## src/rtl/tank_pkg.sv

```systemverilog
// Shared tank-game types: headings, bullet FSM states, screen limits and
// the heading-to-velocity lookup used by the projectile engine.
package tank_pkg;

  localparam int X_MAX = 639;
  localparam int Y_MAX = 479;

  typedef enum logic [2:0] {
    DIR_N, DIR_NE, DIR_E, DIR_SE, DIR_S, DIR_SW, DIR_W, DIR_NW
  } dir_t;

  typedef enum logic [1:0] {IDLE, SPAWN, FLY, COOLDOWN} bc_state_t;

  typedef struct packed {
    logic signed [10:0] vx;
    logic signed [10:0] vy;
  } vel_t;

  // Screen Y grows downwards, so north is negative vy.
  function automatic vel_t dir_to_vel(dir_t dir, int speed);
    vel_t v;
    logic signed [10:0] s;
    s    = 11'(speed);
    v.vx = '0;
    v.vy = '0;
    case (dir)
      DIR_N:  v.vy = -s;
      DIR_NE: begin v.vx = s;  v.vy = -s; end
      DIR_E:  v.vx = s;
      DIR_SE: begin v.vx = s;  v.vy = s;  end
      DIR_S:  v.vy = s;
      DIR_SW: begin v.vx = -s; v.vy = s;  end
      DIR_W:  v.vx = -s;
      DIR_NW: begin v.vx = -s; v.vy = -s; end
      default: ;
    endcase
    return v;
  endfunction

  function automatic logic signed [11:0] clamp_axis(logic signed [11:0] v,
                                                    logic signed [11:0] lo,
                                                    logic signed [11:0] hi);
    if (v < lo)      return lo;
    else if (v > hi) return hi;
    else             return v;
  endfunction

endpackage

```

## src/rtl/bullet_controller_if.sv

```systemverilog
// Tank-side inputs and color_mapper-side outputs of one bullet engine.
interface bullet_controller_if;
  logic       frame_clk;
  logic       fire;
  logic [9:0] tank_x;
  logic [9:0] tank_y;
  logic [2:0] tank_dir;
  logic       barrier_hit_x;
  logic       barrier_hit_y;
  logic       target_hit;
  logic [9:0] BulletX;
  logic [9:0] BulletY;
  logic [9:0] Bullet_Size;
  logic       bullet_on;
  logic       fire_ack;
  logic       busy;

  modport master (
    output frame_clk, fire, tank_x, tank_y, tank_dir,
           barrier_hit_x, barrier_hit_y, target_hit,
    input  BulletX, BulletY, Bullet_Size, bullet_on, fire_ack, busy
  );

  modport slave (
    input  frame_clk, fire, tank_x, tank_y, tank_dir,
           barrier_hit_x, barrier_hit_y, target_hit,
    output BulletX, BulletY, Bullet_Size, bullet_on, fire_ack, busy
  );
endinterface

```

## src/rtl/frame_tick_detect.sv

```systemverilog
// Brings vsync into the Clk domain and emits a registered 1-cycle tick
// three cycles after each rising edge.
module frame_tick_detect (
  input  logic Clk,
  input  logic Reset,
  input  logic frame_clk,
  output logic tick
);
  logic sync1, sync2, sync3;

  always_ff @(posedge Clk) begin
    if (Reset) begin
      sync1 <= 1'b0;
      sync2 <= 1'b0;
      sync3 <= 1'b0;
      tick  <= 1'b0;
    end else begin
      sync1 <= frame_clk;
      sync2 <= sync1;
      sync3 <= sync2;
      tick  <= sync2 & ~sync3;
    end
  end
endmodule

```

## src/rtl/bullet_controller.sv

```systemverilog
// Single-bullet projectile engine: spawn at the barrel tip, fly one step per
// frame with edge/barrier reflection, retire on hit, age or bounce budget.
module bullet_controller
  import tank_pkg::*;
#(
  parameter int X_MAX           = 639,
  parameter int Y_MAX           = 479,
  parameter int BULLET_SIZE     = 4,
  parameter int SPEED           = 4,
  parameter int BARREL_OFFSET   = 20,
  parameter int LIFETIME_FRAMES = 240,
  parameter int MAX_BOUNCES     = 3,
  parameter int COOLDOWN_FRAMES = 30
) (
  input logic               Clk,
  input logic               Reset,
  bullet_controller_if.slave bus
);
  localparam logic signed [11:0] LO   = 12'(BULLET_SIZE);
  localparam logic signed [11:0] X_HI = 12'(X_MAX - BULLET_SIZE);
  localparam logic signed [11:0] Y_HI = 12'(Y_MAX - BULLET_SIZE);
  localparam logic signed [11:0] OFF  = 12'(BARREL_OFFSET);

  bc_state_t          state, state_n;
  logic [9:0]         bx, by, bx_n, by_n;
  logic signed [10:0] vx, vy, vx_n, vy_n;
  logic               rx, ry, rx_n, ry_n;
  logic [15:0]        bounce_cnt, bounce_n, life_cnt, life_n, cd_cnt, cd_n;
  logic               on, on_n, ack, ack_n;
  logic               fire_q, fire_edge, tick;

  vel_t               vel;
  logic signed [11:0] sx, sy, nx, ny;
  logic               hit_x, hit_y, kill;

  frame_tick_detect u_tick (
    .Clk      (Clk),
    .Reset    (Reset),
    .frame_clk(bus.frame_clk),
    .tick     (tick)
  );

  assign fire_edge = bus.fire & ~fire_q;

  always_ff @(posedge Clk) begin
    if (Reset) begin
      state      <= IDLE;
      bx         <= '0;
      by         <= '0;
      vx         <= '0;
      vy         <= '0;
      rx         <= 1'b0;
      ry         <= 1'b0;
      bounce_cnt <= '0;
      life_cnt   <= '0;
      cd_cnt     <= '0;
      on         <= 1'b0;
      ack        <= 1'b0;
      fire_q     <= 1'b0;
    end else begin
      state      <= state_n;
      bx         <= bx_n;
      by         <= by_n;
      vx         <= vx_n;
      vy         <= vy_n;
      rx         <= rx_n;
      ry         <= ry_n;
      bounce_cnt <= bounce_n;
      life_cnt   <= life_n;
      cd_cnt     <= cd_n;
      on         <= on_n;
      ack        <= ack_n;
      fire_q     <= bus.fire;
    end
  end

  always_comb begin
    state_n  = state;
    bx_n     = bx;
    by_n     = by;
    vx_n     = vx;
    vy_n     = vy;
    rx_n     = rx;
    ry_n     = ry;
    bounce_n = bounce_cnt;
    life_n   = life_cnt;
    cd_n     = cd_cnt;
    on_n     = on;
    ack_n    = 1'b0;
    kill     = 1'b0;

    vel = dir_to_vel(dir_t'(bus.tank_dir), SPEED);
    sx  = $signed({2'b00, bus.tank_x});
    sy  = $signed({2'b00, bus.tank_y});
    if (vx != '0) sx = vx[10] ? sx - OFF : sx + OFF;
    if (vy != '0) sy = vy[10] ? sy - OFF : sy + OFF;
    sx = clamp_axis(sx, LO, X_HI);
    sy = clamp_axis(sy, LO, Y_HI);

    // A barrier pulse arriving on the tick cycle itself is honoured at once.
    nx    = $signed({2'b00, bx}) + $signed({vx[10], vx});
    ny    = $signed({2'b00, by}) + $signed({vy[10], vy});
    hit_x = rx | bus.barrier_hit_x | (nx < LO) | (nx > X_HI);
    hit_y = ry | bus.barrier_hit_y | (ny < LO) | (ny > Y_HI);

    case (state)
      IDLE: begin
        if (fire_edge) begin
          vx_n    = vel.vx;
          vy_n    = vel.vy;
          ack_n   = 1'b1;
          state_n = SPAWN;
        end
      end
      SPAWN: begin
        bx_n     = 10'(sx);
        by_n     = 10'(sy);
        on_n     = 1'b1;
        bounce_n = '0;
        life_n   = '0;
        state_n  = FLY;
      end
      FLY: begin
        if (bus.barrier_hit_x) rx_n = 1'b1;
        if (bus.barrier_hit_y) ry_n = 1'b1;
        if (bus.target_hit) begin
          kill = 1'b1;
        end else if (tick) begin
          life_n = life_cnt + 16'd1;
          rx_n   = 1'b0;
          ry_n   = 1'b0;
          if (hit_x) vx_n = -vx; else bx_n = 10'(nx);
          if (hit_y) vy_n = -vy; else by_n = 10'(ny);
          if (hit_x || hit_y) begin
            if (bounce_cnt == 16'(MAX_BOUNCES)) kill = 1'b1;
            else bounce_n = bounce_cnt + 16'd1;
          end
          if (life_n == 16'(LIFETIME_FRAMES)) kill = 1'b1;
        end
        if (kill) begin
          on_n    = 1'b0;
          bx_n    = bx;
          by_n    = by;
          rx_n    = 1'b0;
          ry_n    = 1'b0;
          cd_n    = '0;
          state_n = COOLDOWN;
        end
      end
      COOLDOWN: begin
        if (COOLDOWN_FRAMES == 0) begin
          state_n = IDLE;
        end else if (tick) begin
          cd_n = cd_cnt + 16'd1;
          if (cd_n == 16'(COOLDOWN_FRAMES)) state_n = IDLE;
        end
      end
      default: state_n = IDLE;
    endcase
  end

  assign bus.BulletX     = bx;
  assign bus.BulletY     = by;
  assign bus.Bullet_Size = 10'(BULLET_SIZE);
  assign bus.bullet_on   = on;
  assign bus.fire_ack    = ack;
  assign bus.busy        = (state != IDLE);
endmodule

```

## src/flat_wrapper.sv

```systemverilog
// flat-port wrapper written by rule: the top's interface ports become plain ports
module bullet_controller_flat import tank_pkg::*;
#(
  parameter int X_MAX           = 639,
  parameter int Y_MAX           = 479,
  parameter int BULLET_SIZE     = 4,
  parameter int SPEED           = 4,
  parameter int BARREL_OFFSET   = 20,
  parameter int LIFETIME_FRAMES = 240,
  parameter int MAX_BOUNCES     = 3,
  parameter int COOLDOWN_FRAMES = 30
)
  (Clk, Reset, bus_frame_clk, bus_fire, bus_tank_x, bus_tank_y, bus_tank_dir, bus_barrier_hit_x, bus_barrier_hit_y, bus_target_hit, bus_BulletX, bus_BulletY, bus_Bullet_Size, bus_bullet_on, bus_fire_ack, bus_busy);
  bullet_controller_if bus_i ();
  input logic Clk;
  input logic Reset;
  input wire logic [$bits(bus_i.frame_clk)-1:0] bus_frame_clk;
  input wire logic [$bits(bus_i.fire)-1:0] bus_fire;
  input wire logic [$bits(bus_i.tank_x)-1:0] bus_tank_x;
  input wire logic [$bits(bus_i.tank_y)-1:0] bus_tank_y;
  input wire logic [$bits(bus_i.tank_dir)-1:0] bus_tank_dir;
  input wire logic [$bits(bus_i.barrier_hit_x)-1:0] bus_barrier_hit_x;
  input wire logic [$bits(bus_i.barrier_hit_y)-1:0] bus_barrier_hit_y;
  input wire logic [$bits(bus_i.target_hit)-1:0] bus_target_hit;
  output wire logic [$bits(bus_i.BulletX)-1:0] bus_BulletX;
  output wire logic [$bits(bus_i.BulletY)-1:0] bus_BulletY;
  output wire logic [$bits(bus_i.Bullet_Size)-1:0] bus_Bullet_Size;
  output wire logic [$bits(bus_i.bullet_on)-1:0] bus_bullet_on;
  output wire logic [$bits(bus_i.fire_ack)-1:0] bus_fire_ack;
  output wire logic [$bits(bus_i.busy)-1:0] bus_busy;
  assign bus_i.frame_clk = bus_frame_clk;
  assign bus_i.fire = bus_fire;
  assign bus_i.tank_x = bus_tank_x;
  assign bus_i.tank_y = bus_tank_y;
  assign bus_i.tank_dir = bus_tank_dir;
  assign bus_i.barrier_hit_x = bus_barrier_hit_x;
  assign bus_i.barrier_hit_y = bus_barrier_hit_y;
  assign bus_i.target_hit = bus_target_hit;
  assign bus_BulletX = bus_i.BulletX;
  assign bus_BulletY = bus_i.BulletY;
  assign bus_Bullet_Size = bus_i.Bullet_Size;
  assign bus_bullet_on = bus_i.bullet_on;
  assign bus_fire_ack = bus_i.fire_ack;
  assign bus_busy = bus_i.busy;
  bullet_controller #(.X_MAX(X_MAX), .Y_MAX(Y_MAX), .BULLET_SIZE(BULLET_SIZE), .SPEED(SPEED), .BARREL_OFFSET(BARREL_OFFSET), .LIFETIME_FRAMES(LIFETIME_FRAMES), .MAX_BOUNCES(MAX_BOUNCES), .COOLDOWN_FRAMES(COOLDOWN_FRAMES)) u_core (.Clk(Clk), .Reset(Reset), .bus(bus_i));
endmodule
```

## config.mk

```make
export PLATFORM = sky130hd
export DESIGN_NAME = bullet_controller_flat
export DESIGN_NICKNAME = d
export VERILOG_FILES = /design/src/rtl/tank_pkg.sv /design/src/rtl/bullet_controller_if.sv /design/src/rtl/frame_tick_detect.sv /design/src/rtl/bullet_controller.sv /design/src/flat_wrapper.sv
export SDC_FILE = /design/constraint.sdc
export NUM_CORES = 1
export LEC_CHECK = 0
export ABC_AREA = 1
export ABC_CLOCK_PERIOD_IN_PS = 2400
export CAP_MARGIN = 20
export CORE_UTILIZATION = 45
export DETAILED_ROUTE_END_ITERATION = 16
export GPL_TIMING_DRIVEN = 0
export PLACE_DENSITY = 0.7
export SETUP_SLACK_MARGIN = 0.5
export SYNTH_ARGS = -nofsm -noshare
export SYNTH_HDL_FRONTEND = slang
export SYNTH_SLANG_ARGS = --single-unit
```

## constraint.sdc

```tcl
create_clock -name Clk -period 2.4 [get_ports Clk]
set_input_delay 0.72 -clock Clk [delete_from_list [all_inputs] [get_ports Clk]]
set_output_delay 0.72 -clock Clk [all_outputs]
set_load 0.01 [all_outputs]
```

* After elaboration in Yosys (flattened, before gate mapping)
Cells that the tools add are included.
Cells by class: $add $sub $neg 11, $lt $le $gt $ge 8, equality and inequality tests 26, multiplexer cells 63, bitwise gates (word level) 11, reduce and logical (&&, ||, !) cells 23
Operator list (count):
- 16-bit two-way mux | 8
- 10-bit two-way mux | 12
- 16-bit case mux with 2 select lines | 3
- 11-bit two-way mux | 8
- 11-bit case mux with 2 select lines | 4
- 16-bit by 1-bit adder with 16-bit output, second input constant | 3
- 12-bit by 4-bit less-than comparator with 1-bit output, second input constant | 4
- 12-bit two-way mux | 4
- 10-bit case mux with 2 select lines | 2
- 5-bit AND reduction | 5
- 11-bit by 11-bit adder with 12-bit output | 2
- 12-bit by 10-bit greater-than comparator with 1-bit output, second input constant | 2
- 12-bit by 11-bit greater-than comparator with 1-bit output, second input constant | 2
- 10-bit by 5-bit adder with 11-bit output, second input constant | 2
- 11-bit negation | 2
- 11-bit nonzero test | 2
- 10-bit by 5-bit subtractor with 11-bit output, second input constant | 2
- 16-bit by 2-bit == test with 1-bit output, second input constant | 1
- 16-bit by 5-bit == test with 1-bit output, second input constant | 1
- 16-bit by 8-bit == test with 1-bit output, second input constant | 1
- 1-bit two-way mux | 16
- 2-bit != test, second input constant | 7
- 3-bit == test, second input constant | 4
- 2-bit by 1-bit != test with 1-bit output, second input constant | 6
- 19 further kinds | 39
Word-level totals: flip-flop bits (word level) 101, input port bits 30, output and inout bits 33, logic and storage cells 159

* Longest topological paths before layout
depth after elaboration 12, gate-level depth with buffers 24, mapped depth without buffers 24

* Cells and area by module
A second synthesis with hierarchy kept.
Second synthesis, totals: cells, all modules 1325, area, all modules 7815.0 µm²
By module, submodules not included:
- bullet_controller | times used 1, cells an instance 1313, area each 7699.9 µm², seq. area each 1901.8 µm²
- frame_tick_detect | times used 1, cells an instance 12, area each 115.1 µm², seq. area each 80.1 µm²

* Least setup slack after synthesis
OpenSTA, ideal clock, no wires.
path type input-to-reg, start point in bus_tank_x[2], end point reg u_core.bx[1], in the netlist u_core.bus.BulletX[1], setup time 113 ps, arrival 2318 ps, required time 2287 ps, setup slack -31 ps, stages 16, path buffers 0, path through ha_1 or2_2 nand2_1 nor2_1 nand2_1 nand3_1 a21oi_1 nand2_1 nand3_1 nand2_1 nand2_1 nand2_1 a21boi_0 nand3_1 nand2_1 nor2_1
Between the ends: longest elaborated chain between the ends 7, elaborated cells between the ends (all ways) 9, those cells by class add/sub: 2; order compare: 2; mux: 5
Ends and longest elaborated chain:
- start, declared | line flat_wrapper.sv:19 | input wire logic [$bits(bus_i.tank_x)-1:0] bus_tank_x;
- 10-bit by 5-bit adder with 11-bit output or 10-bit by 5-bit subtractor with 11-bit output (tied branches) | line bullet_controller.sv:95 | if (vx != '0) sx = vx[10] ? sx - OFF : sx + OFF;
- 12-bit two-way mux | line bullet_controller.sv:95
- 12-bit two-way mux (*) | line bullet_controller.sv:95
- 12-bit by 11-bit greater-than comparator with 1-bit output | line tank_pkg.sv:44 | else if (v > hi) return hi;
- 10-bit two-way mux | line tank_pkg.sv:44
- 10-bit two-way mux (*) | line tank_pkg.sv:43 | if (v < lo) return lo;
- 10-bit case mux with 2 select lines (*) | line bullet_controller.sv:106 | case (state)
- end signal, assigned | line bullet_controller.sv:62 | bx <= bx_n;
- end, declared | line bullet_controller.sv:25 | logic [9:0] bx, by, bx_n, by_n;
Mark *: on every way between the ends. The rest lies on a longest branch, timed or not. A chain may end at the register's enable or synchronous reset.

* Worst setup path in the final report
start point reg u_core.vy[2], end point reg u_core.bx[7], in the netlist u_core.bus.BulletX[7]
Between the ends: longest elaborated chain between the ends 12, elaborated cells between the ends (all ways) 13, those cells by class add/sub: 1; order compare: 2; eq/ne: 1; mux: 5; bitwise: 2; reduce/logical: 2
Ends and longest elaborated chain:
- start, declared | line bullet_controller.sv:26 | logic signed [10:0] vx, vy, vx_n, vy_n;
- start signal, assigned | line bullet_controller.sv:65 | vy <= vy_n;
- 11-bit by 11-bit adder with 12-bit output (*) | line bullet_controller.sv:102 | ny = $signed({2'b00, by}) + $signed({vy[10], vy});
- 12-bit by 4-bit less-than comparator with 1-bit output | line bullet_controller.sv:104 | hit_y = ry | bus.barrier_hit_y | (ny < LO) | (ny > Y_HI);
- 1-bit OR | line bullet_controller.sv:104
- 1-bit OR (*) | line bullet_controller.sv:104
- 1-bit logical OR (*) | line bullet_controller.sv:134 | if (hit_x || hit_y) begin
- 1-bit two-way mux (*) | line bullet_controller.sv:134
- 1-bit two-way mux (*) | line bullet_controller.sv:138 | if (life_n == 16'(LIFETIME_FRAMES)) kill = 1'b1;
- 1-bit two-way mux (*) | line bullet_controller.sv:128 | end else if (tick) begin
- 1-bit two-way mux (*) | line bullet_controller.sv:126 | if (bus.target_hit) begin
- 1-bit two-way mux (*) | line bullet_controller.sv:106
- 2-bit != test (no line) (*)
- 5-bit AND reduction (no line) (*)
Mark *: on every way between the ends. The rest lies on a longest branch, timed or not. The select of a mux whose other input is x is not followed.

==> results.py <==
metrics = {
    "status": {
        "status": "complete, but fails checks",
        "violations": "negative setup slack",
    },
    "power_and_ir_drop": {
        "power.total_mw": 11.4,
        "power.internal_mw": 6.03,
        "powerDensity_nw_per_um2": 1080,
        "leakagePower_nw": 4.71,
        "pwr-share-clk_pct": 12.4,
        "p_sw_share_pct": 46.9,
        "ir_worst_vdd_v": 0.000544,
        "power.share.combinational_pct": 64.5,
        "switchingPower_mw": 5.33,
        "seqPwrFrac_pct": 23.1,
    },
    "placement": {
        "port_buffers": 51,
        "dp.final_hpwl_um": 15700,
        "place.gp.congestion": 0.875,
        "place_inst": 1536,
    },
    "critical_path": {
        "cp_max_fo": 6,
        "arrival_ns": 2.89,
        "start_kind": "register",
        "end_kind": "register",
        "crit_path_cell_trace": "ha_4 -> nand2_4 -> nand2_8 -> nand3_4 -> nand2_2 -> buf_6 -> nand2_1 -> nand2_1 -> xor2_1 -> nor2_1 -> nand2_1 -> nor2_4 -> nand2_2 -> nand2_1 -> nand2_1 -> nand2_2 -> nand2_4 -> nand2_8 -> buf_8 -> nand3_2 -> nand2_2 -> nor2_1",
        "crit_path_frequent_cell": "nand2_1",
        "cp.buffers_inverters": 2,
        "cpMaxStageDelayCell": "dfxtp_2",
        "cp.required_ns": 2.66,
        "max_stage_delay_ns": 0.39,
        "crit_family": "simple AND/OR/NAND/NOR gates",
        "crit_type": "register to register",
    },
    "global_route": {
        "grt_max_degree": 18,
        "antenna_found_initial": 0,
        "grt_usage_pct": 26.0,
        "grt_overflow_total": 0,
        "grt_pass1_wl_um": 37000,
        "grt_pass1_vias": 7702,
    },
    "route": {
        "ant_nets": 0,
        "detail_route.vias_per_cell": 5.26,
        "firstDrtPassIters": 5,
        "wirelength_um": 23200,
        "wire_per_inst_um": 14.3,
        "drc": 0,
        "via_count": 8528,
        "drtIter0Drc": 612,
    },
    "layout": {
        "antennaDiodeCount": 0,
        "drive_above_1_share_pct": 26.7,
        "synthToLayoutAreaGrowth_pct": 37.3,
        "final_common_cell": "nand2_1",
        "nets": 1462,
        "mostFrequentLayoutCells": "nand2_1, nor2_1, inv_1, nand3_1, buf_4",
        "fin_cells": 1621,
    },
    "timing": {
        "max_freq_mhz": 379,
        "setup_viol": 64,
        "hold_viol_final": 0,
        "tightest_slew_ns": 0.733,
        "fin_skew_ns": 0.0107,
        "slew_viol_final": 0,
        "fin_ws_ns": -0.236,
        "rsz0062_at_grt": "yes",
        "slew_headroom_pct": 51.2,
        "period_needed_ns": 2.64,
        "period_share_pct": 110,
    },
    "logic_synthesis": {
        "syn-cell-area_sq_um": 7640,
        "seq_area_frac_synth_pct": 25.9,
        "synthDominantAreaCellType": "dfxtp_1",
        "synth_top_area_share_pct": 25.9,
        "ys_warn_count": 0,
        "syn_avg_cell_area_sq_um": 6.08,
        "syn_inst": 1257,
        "ys_types": 54,
        "synth-seq-cells": 99,
        "synth_area_leaders": "dfxtp_1, nand2_1, nor2_1",
    },
    "job": {
        "drv_cap": 0,
    },
    "clock_network": {
        "cts_tree": "built",
        "clk_path_buf_depth": 2,
        "cts_buffers": 9,
        "cts_hold_buffers": 0,
        "cts.clk_slew.worst_paths_ns": 0.07,
        "clk-insertion-delay-late_ns": 0.36,
        "cts_sinks": 99,
        "htree_levels": 3,
        "root_buffer": "clkbuf_16",
    },
    "floorplan": {
        "core_area_sq_um": 16600,
        "ios": 63,
        "start_util_pct": 46.1,
        "die_w_um": 132,
        "rows": 47,
        "die-area_sq_um": 17500,
        "chipHeight_um": 132,
    },
    "min_path": {
        "hold_path.class": "register to register",
    },
}
==> worst paths after layout <==
path | slack (ns) | from | to | depth (start not counted)
setup / recovery | -0.24 | u_core.vy[2] | u_core.bus.BulletX[7] | 22
hold / removal | 0.40 | u_core.u_tick.sync3 | u_core.u_tick.tick | 1
hold reg to reg | 0.40 | u_core.u_tick.sync3 | u_core.u_tick.tick | 1
setup reg to reg | -0.24 | u_core.vy[2] | u_core.bus.BulletX[7] | 22
==> worst reg2reg max path, delay by kind of cell, from the launching register on <==
kind / cells / cell delay [ns]
buf+inv: 2 / 0.25
flops: 1 / 0.39
fa+ha+maj: 1 / 0.24
xor+xnor: 1 / 0.14
simple gates: 18 / 1.53
==> power by group through the flow <==
stage | Sequential [mW] | Combinational [mW] | Clock (mW)
2_1_floorplan | 2.54 | 3.88 | 0
3_3_place_gp | 2.59 | 5.25 | 0
3_5_place_dp | 2.59 | 5.32 | 0
4_1_cts | 2.61 | 6.32 | 1.45
5_1_grt | 2.68 | 8.00 | 1.51
6_report | 2.62 | 7.33 | 1.41
==> flip-flops by register name, indices dropped and copies added (netlist names), 2 cells and up <==
name                count
u_core.bounce_cnt      16
u_core.cd_cnt          16
u_core.life_cnt        16
u_core.bus.BulletX     10
u_core.bus.BulletY     10
u_core.vx              10
u_core.vy              10
u_core.state            2
==> cells in the mapped netlist (all sizes together) <==
library cell / n
nor3: 20
o21a: 2
dlygate4sd3: 1
a21o: 2
nor4: 7
a21boi: 5
nand4: 29
clkbuf: 13
and3: 2
o41ai: 1
ha: 35
dfxtp: 99
inv: 170
nand2: 328
xor2: 33
a31oi: 10
xnor2: 5
a21oi: 80
o211a: 1
conb: 2
buf: 28
mux2i: 1
o21bai: 1
nor3b: 2
a41oi: 1
or2: 7
nor2: 191
o31ai: 2
a211oi: 1
o21ai: 65
o2111ai: 1
clkinv: 1
o211ai: 2
o22ai: 3
a2bb2oi: 1
nand3b: 6
nand3: 99
==> routing by layer <==
| metal | share of wire (%) | wire (um) | GRT usage, % | up-vias |
|---|---|---|---|---|
| met1 | 44 | 10300 | 33.2 | 3908 |
| met3 | 5.4 | 1250 | 4.81 | 60 |
| li1 | - | - | - | 4308 |
| met2 | 47 | 10800 | 43.4 | 252 |
| met5 | 0 | 0 | 0 | - |
| met4 | 3.5 | 820 | 10.3 | 0 |
==> final cells by class <==
type | count | area, sq um
inverters | 171 | 714
flip-flops and latches | 99 | 2060
repair buffers | 121 | 1150
plain buffers | 42 | 307
clock buffers | 9 | 225
well taps | 220 | 275
multi-input cells | 953 | 5710
clock inverters | 6 | 47.5
fillers | 1507 | 6090
==> logic make-up after synthesis <==
| kind of cell | count (synthesis) | share of synthesized area [%] |
|---|---|---|
| other | 2 | 0.0983 |
| buffers and inverters | 213 | 11.7 |
| multiplexers | 1 | 0.131 |
| AND/OR/NAND/NOR | 691 | 39.1 |
| adder cells (fa/ha/maj) | 35 | 5.73 |
| AO/OA/AOI/OAI | 178 | 12.9 |
| XOR/XNOR | 38 | 4.36 |
| flip-flops | 99 | 25.9 |
==> stage by stage <==
step	utilization [%]	setup TNS (ns)	setup WS [ns]	instance area (sq um)	hold slack [ns]
after CTS	59.8	-3.70	-0.141	9910	0.396
after floorplan	-	0	0.112	8060	0.373
final	63.3	-8.30	-0.236	10500	0.399
after global placement	53.3	-34.23	-0.970	8840	0.378
after global routing	63.3	-18.40	-0.416	10500	0.427
after detailed placement	53.3	-35.22	-0.979	8840	0.386
==> repair_timing <==
item / CTS / global route
setup endpoints to repair: 114 / 88
cloned: 4 / 3
resized for setup: 188 / 116
buffers inserted: 41 / 22
pin swaps: 20 / 62
Note: power is estimated with default switching activity, not from simulation.
